## src/rtl/dst7_1d_sched_if.sv

```systemverilog
// Requester and result handshake bundle for the dst7_1d core scheduler.
// master = job producer / result consumer side, slave = scheduler side.
interface dst7_1d_sched_if #(
   parameter int XW = 288,
   parameter int YW = 512
);
   logic          req0_valid;
   logic [1:0]    req0_n;
   logic [XW-1:0] req0_x;
   logic          req0_ready;
   logic          req1_valid;
   logic [1:0]    req1_n;
   logic [XW-1:0] req1_x;
   logic          req1_ready;
   logic          out_valid;
   logic          out_id;
   logic [YW-1:0] out_y;
   logic          out_ready;

   modport master (
      output req0_valid, req0_n, req0_x,
      input  req0_ready,
      output req1_valid, req1_n, req1_x,
      input  req1_ready,
      input  out_valid, out_id, out_y,
      output out_ready
   );

   modport slave (
      input  req0_valid, req0_n, req0_x,
      output req0_ready,
      input  req1_valid, req1_n, req1_x,
      output req1_ready,
      output out_valid, out_id, out_y,
      input  out_ready
   );
endinterface

```

## src/rtl/dst7_1d_sched.sv

```systemverilog
// Two-requester scheduler in front of a shared combinational dst7_1d core.
// Define DST7_SCHED_RR_EN for round-robin grant; default is fixed priority (req0 first).
module dst7_1d_sched #(
   parameter int XW = 288,
   parameter int YW = 512
) (
   input  logic           clk,
   input  logic           rst_n,
   dst7_1d_sched_if.slave bus,
   output logic [1:0]     core_n,
   output logic [XW-1:0]  core_x,
   input  logic [YW-1:0]  core_y,
   output logic           busy
);
   typedef enum logic [1:0] {
      ST_IDLE  = 2'd0,
      ST_ISSUE = 2'd1,
      ST_RESP  = 2'd2
   } state_t;

   state_t        state_r;
   state_t        state_s;
   logic          grant_s;
   logic          accept_s;
   logic          ready0_s;
   logic          ready1_s;
   logic [1:0]    core_n_r;
   logic [XW-1:0] core_x_r;
   logic [YW-1:0] out_y_r;
   logic          out_valid_r;
   logic          out_id_r;
   logic          busy_r;

`ifdef DST7_SCHED_RR_EN
   logic ptr_r;

   // Round-robin pointer: after an accept, prefer the requester that lost.
   always_ff @(posedge clk) begin
      if (!rst_n) begin
         ptr_r <= 1'b0;
      end else if (accept_s) begin
         ptr_r <= ~grant_s;
      end else begin
         ptr_r <= ptr_r;
      end
   end

   // Grant: pointer decides only on a tie, otherwise the lone requester wins.
   always_comb begin
      if (bus.req0_valid && bus.req1_valid) begin
         grant_s = ptr_r;
      end else begin
         grant_s = ~bus.req0_valid;
      end
   end
`else
   // Grant: fixed priority, requester 0 over requester 1.
   always_comb begin
      if (bus.req0_valid) begin
         grant_s = 1'b0;
      end else begin
         grant_s = 1'b1;
      end
   end
`endif

   // Next-state and ready decode; readies are suppressed while in reset.
   always_comb begin
      state_s  = state_r;
      accept_s = 1'b0;
      ready0_s = 1'b0;
      ready1_s = 1'b0;
      case (state_r)
         ST_IDLE: begin
            if (rst_n && (bus.req0_valid || bus.req1_valid)) begin
               accept_s = 1'b1;
               ready0_s = ~grant_s;
               ready1_s = grant_s;
               state_s  = ST_ISSUE;
            end else begin
               state_s  = ST_IDLE;
            end
         end
         ST_ISSUE: begin
            state_s = ST_RESP;
         end
         ST_RESP: begin
            if (out_valid_r && bus.out_ready) begin
               state_s = ST_IDLE;
            end else begin
               state_s = ST_RESP;
            end
         end
         default: begin
            state_s = ST_IDLE;
         end
      endcase
   end

   // State register with busy registered alongside it.
   always_ff @(posedge clk) begin
      if (!rst_n) begin
         state_r <= ST_IDLE;
         busy_r  <= 1'b0;
      end else begin
         state_r <= state_s;
         busy_r  <= (state_s != ST_IDLE);
      end
   end

   // Datapath: load core operands on accept, capture the core result one cycle later.
   always_ff @(posedge clk) begin
      if (!rst_n) begin
         core_n_r    <= 2'd0;
         core_x_r    <= '0;
         out_y_r     <= '0;
         out_valid_r <= 1'b0;
         out_id_r    <= 1'b0;
      end else begin
         if (accept_s) begin
            if (grant_s) begin
               core_n_r <= bus.req1_n;
               core_x_r <= bus.req1_x;
            end else begin
               core_n_r <= bus.req0_n;
               core_x_r <= bus.req0_x;
            end
            out_id_r <= grant_s;
         end
         if (state_r == ST_ISSUE) begin
            out_y_r     <= core_y;
            out_valid_r <= 1'b1;
         end else if ((state_r == ST_RESP) && bus.out_ready) begin
            out_valid_r <= 1'b0;
         end
      end
   end

   assign bus.req0_ready = ready0_s;
   assign bus.req1_ready = ready1_s;
   assign bus.out_valid  = out_valid_r;
   assign bus.out_id     = out_id_r;
   assign bus.out_y      = out_y_r;
   assign core_n         = core_n_r;
   assign core_x         = core_x_r;
   assign busy           = busy_r;
endmodule

```

## src/flat_wrapper.sv

```systemverilog
// flat-port wrapper written by rule: the top's interface ports become plain ports
module dst7_1d_sched_flat 
#(
   parameter int XW = 288,
   parameter int YW = 512
)
  (clk, rst_n, core_n, core_x, core_y, busy, bus_req0_valid, bus_req0_n, bus_req0_x, bus_req0_ready, bus_req1_valid, bus_req1_n, bus_req1_x, bus_req1_ready, bus_out_valid, bus_out_id, bus_out_y, bus_out_ready);
  dst7_1d_sched_if #(.XW(XW), .YW(YW)) bus_i ();
  input  logic clk;
  input  logic rst_n;
  output logic [1:0] core_n;
  output logic [XW-1:0] core_x;
  input  logic [YW-1:0] core_y;
  output logic busy;
  input wire logic [$bits(bus_i.req0_valid)-1:0] bus_req0_valid;
  input wire logic [$bits(bus_i.req0_n)-1:0] bus_req0_n;
  input wire logic [$bits(bus_i.req0_x)-1:0] bus_req0_x;
  output wire logic [$bits(bus_i.req0_ready)-1:0] bus_req0_ready;
  input wire logic [$bits(bus_i.req1_valid)-1:0] bus_req1_valid;
  input wire logic [$bits(bus_i.req1_n)-1:0] bus_req1_n;
  input wire logic [$bits(bus_i.req1_x)-1:0] bus_req1_x;
  output wire logic [$bits(bus_i.req1_ready)-1:0] bus_req1_ready;
  output wire logic [$bits(bus_i.out_valid)-1:0] bus_out_valid;
  output wire logic [$bits(bus_i.out_id)-1:0] bus_out_id;
  output wire logic [$bits(bus_i.out_y)-1:0] bus_out_y;
  input wire logic [$bits(bus_i.out_ready)-1:0] bus_out_ready;
  assign bus_i.req0_valid = bus_req0_valid;
  assign bus_i.req0_n = bus_req0_n;
  assign bus_i.req0_x = bus_req0_x;
  assign bus_req0_ready = bus_i.req0_ready;
  assign bus_i.req1_valid = bus_req1_valid;
  assign bus_i.req1_n = bus_req1_n;
  assign bus_i.req1_x = bus_req1_x;
  assign bus_req1_ready = bus_i.req1_ready;
  assign bus_out_valid = bus_i.out_valid;
  assign bus_out_id = bus_i.out_id;
  assign bus_out_y = bus_i.out_y;
  assign bus_i.out_ready = bus_out_ready;
  dst7_1d_sched #(.XW(XW), .YW(YW)) u_core (.clk(clk), .rst_n(rst_n), .bus(bus_i), .core_n(core_n), .core_x(core_x), .core_y(core_y), .busy(busy));
endmodule
```

## config.mk

```make
export PLATFORM = sky130hd
export DESIGN_NAME = dst7_1d_sched_flat
export DESIGN_NICKNAME = d
export VERILOG_FILES = /design/src/rtl/dst7_1d_sched_if.sv /design/src/rtl/dst7_1d_sched.sv /design/src/flat_wrapper.sv
export SDC_FILE = /design/constraint.sdc
export NUM_CORES = 2
export LEC_CHECK = 0
export CORE_AREA = 2 2 746 748
export CTS_BUF_LIST = sky130_fd_sc_hd__clkbuf_16
export CTS_CLUSTER_DIAMETER = 150
export DETAILED_ROUTE_END_ITERATION = 12
export DIE_AREA = 0 0 748 750
export GPL_TIMING_DRIVEN = 1
export PLACE_DENSITY_LB_ADDON = 0.15
export SYNTH_ARGS = -nofsm -noshare
export SYNTH_HDL_FRONTEND = slang
export SYNTH_SLANG_ARGS = --single-unit
```

## constraint.sdc

```tcl
create_clock -name clk -period 2.5 [get_ports clk]
set_input_delay 0.5 -clock clk [delete_from_list [all_inputs] [get_ports clk]]
set_output_delay 0.5 -clock clk [all_outputs]
set_load 0.02 [all_outputs]
```

==> PnR_summary.wiki <==
{| class="wikitable"
! Metric !! Value
|-
| Finished Cell Area || 0.0633 sq mm
|-
| CTS Root Cell || clkbuf_16
|-
| DR iter-0 viols || 1677
|-
| # DRC || 0
|-
| Worst-case headroom to the max-slew limit || 46.0%
|-
| Final worst path period share || 114%
|-
| Unique cell type count in the Yosys netlist || 17
|-
| Sinks on Clock Net || 807
|-
| Final weighted congestion of routability-driven global placement || 0.918
|-
| Clock tree from TritonCTS || done
|-
| IO Count || 1904
|-
| Antenna Nets Post-Route || 0
|-
| First-pass iteration count of the detailed router || 5
|-
| Fraction of the yosys area taken by sequential cells || 52.5%
|-
| Placeable core region || 0.554 sq mm
|-
| Die boundary height || 750 um
|-
| Fraction of layout cells with a size suffix above 1 || 8.91%
|-
| Number of storage elements in the synthesis netlist || 807
|-
| Max-slew violation count || 0
|-
| Synth warn || 0
|-
| Starting density of the core || 5.55%
|-
| Maximum number of pins on one net before global-route repair || 90
|-
| Clock Skews || 0.0371 ns
|-
| Most common cell after layout, fill and taps aside || clkdlybuf4s50_1
|-
| Required time worst endpoint || 2.00 ns
|-
| Largest fanout on the critical path || 2
|-
| Start-to-end type of the worst setup path || reg -> out
|-
| Wire length of the first global-routing pass || 500000 um
|-
| Number of standard cells in the layout, taps in and fillers out || 12900
|-
| Post-Place Worst Slack || -0.596 ns
|-
| Leakage power total || 24.5 nW
|-
| Most frequent cells in the layout || 1434 x clkdlybuf4s50_1, 1315 x nand2_1, 805 x dfxtp_1, 580 x mux2i_1, 513 x a21oi_1
|-
| Crit. End Element || primary output
|-
| Accumulated negative setup slack || -0.579 ns
|-
| Total number of nets in the final design || 6501
|-
| Slew @ Worst Pin || 0.810 ns
|-
| CP arrival || 2.35 ns
|-
| Number of H-tree levels || 4
|-
| Post-Syn Instances || 3501
|-
| Post-layout min period || 2.85 ns
|-
| Via count || 35000
|-
| Number of filler instances in the final layout || 63800
|-
| Status || finished, violations left
|-
| Synthesized cell area || 0.0308 sq mm
|-
| Input/output buffers || 1903
|-
| CTS Buf Count || 137
|-
| Synthesis-to-layout area growth || 106%
|-
| Initial antenna violation count || 437
|-
| Max_cap viols || 0
|-
| Mean number of vias per cell || 2.71
|-
| Placed inst area || 0.0590 sq mm
|-
| HPWL reported at the end of detailed placement || 374000 um
|-
| Num rows || 274
|-
| RSZ-0062 raised after global routing || true
|-
| Total wire length after detailed routing || 419000 um
|-
| Type of origin of the critical path || register
|-
| Peak VDD IR || 424 uV
|-
| Synthesized area per cell || 8.79 sq um
|-
| GRT overflow || 0
|-
| Clock slew at the register clock pins of the worst setup and hold paths || 0.05 ns
|-
| Number of placed instances with taps included || 12600
|-
| Clock latency at the later pin of the worst-skew pair || 0.84 ns
|-
| Worst min-delay path class || in -> reg
|-
| Routed WL per cell || 32.5 um
|-
| Final-report hold violation count || 0
|-
| Power per unit of standard cell area || 726 mW/mm^2
|-
| Number of global-route vias before repair || 35600
|-
| Highest Clock Rate || 0.351 GHz
|-
| Die Width || 748 um
|-
| Final setup fails || 2
|-
| GRT Util Overall || 14.3%
|-
| Violated checks || negative setup slack
|-
| Net count after synthesis || 4598
|-
| Minimum setup slack in the final design || -0.349 ns
|-
| Die area || 0.561 sq mm
|-
| Number of buffers between clock root and the deepest sink || 4
|}
==> worst max-delay path: stages (launching register included) <==
cell and delay, ns:
dfxtp_4 0.34, or3b_4 0.50, or2_4 0.34, nor2_4 0.19
buf_12 0.13
==> cells by family after synthesis <==
logic type / Yosys count / share of synthesized area [%]
AOI/OAI and AO/OA: 516 / 8.41
buffers and inverters: 273 / 3.99
DFF: 807 / 52.5
muxes: 580 / 18.9
and+or+nand+nor: 1325 / 16.2
==> state kept, by name (all words and copies together) (netlist names) <==
name and cells:
u_core.bus.out_id 1, u_core.bus.out_valid 1, u_core.bus.out_y 512, u_core.busy 1, u_core.core_n 2, u_core.core_x 288
u_core.state_r 2
==> area by class of cell <==
class                   instances  area [sq um]  share of cell area, %
flip-flops and latches        807         16200                   25.5
well taps                    7314          9150                   14.5
multi-input cells            2421         13400                   21.2
repair buffers               2033         19900                   31.5
diodes                         78           195                  0.309
clock inverters                97           892                   1.41
inverters                       4          22.5                 0.0356
clock buffers                 139          3480                   5.50
==> per-layer routing <==
metal | part of all wire (%) | GRT usage, %
met5 | 0.41 | 0
met4 | 3.2 | 3.97
met3 | 16 | 10.1
met2 | 42 | 21.8
met1 | 39 | 16.1
==> where the power goes <==
group / total [W] / internal [W] / switching (W) / leakage (nW)
clock network: 0.0195 / 0.0115 / 0.00796 / 2.22
logic: 0.0116 / 0.00440 / 0.00721 / 15.7
registers: 0.0148 / 0.0141 / 0.000745 / 6.63
==> cells in the mapped netlist <==
cell / instances / area (sq um)
buf_6: 23 / 259
a21oi_1: 513 / 2570
nor2_1: 5 / 18.8
nand2_1: 1315 / 4940
nor2b_1: 2 / 12.5
or3b_1: 1 / 8.76
buf_1: 10 / 37.5
buf_4: 5 / 37.5
mux2i_1: 580 / 5810
dfxtp_1: 807 / 16200
inv_1: 4 / 15.0
buf_2: 9 / 45.0
clkbuf_1: 222 / 833
a211oi_1: 2 / 15.0
or2_1: 1 / 6.26
nand2b_1: 1 / 6.26
o21ai_0: 1 / 5.00
==> final timing paths <==
check / depth (start not counted) / startpoint / end / slack (ns)
worst max-delay path: 4 / u_core.state_r[1] / bus_req1_ready / -0.35
worst min-delay path: 4 / rst_n / u_core.core_x[281] / 0.20
worst max register to register: 7 / u_core.state_r[1] / u_core.core_x[130] / 0.20
worst min register to register: 2 / u_core.bus.out_y[61] / u_core.bus.out_y[61] / 0.45
==> repair_timing <==
action | in CTS | in global routing
endpoints found under the hold margin | 0 | 0
hold buffers | 0 | 0
endpoints found under the setup margin | 348 | 4
resized for setup | 315 | 3
setup buffers | 2 | 0
pin swaps | 3 | 0
==> through the flow <==
| stage | power, W | util, % | hold slack, ns |
|---|---|---|---|
| floorplan | 0.0189 | - | 0.531 |
| global route | 0.0483 | 11.4 | 0.159 |
| detailed placement | 0.0275 | 10.7 | 0.449 |
| finish | 0.0459 | 11.4 | 0.195 |
| global placement | 0.0275 | 10.7 | 0.448 |
| CTS | 0.0476 | 11.4 | 0.103 |
No activity file was read; power rests on OpenSTA's default activity.
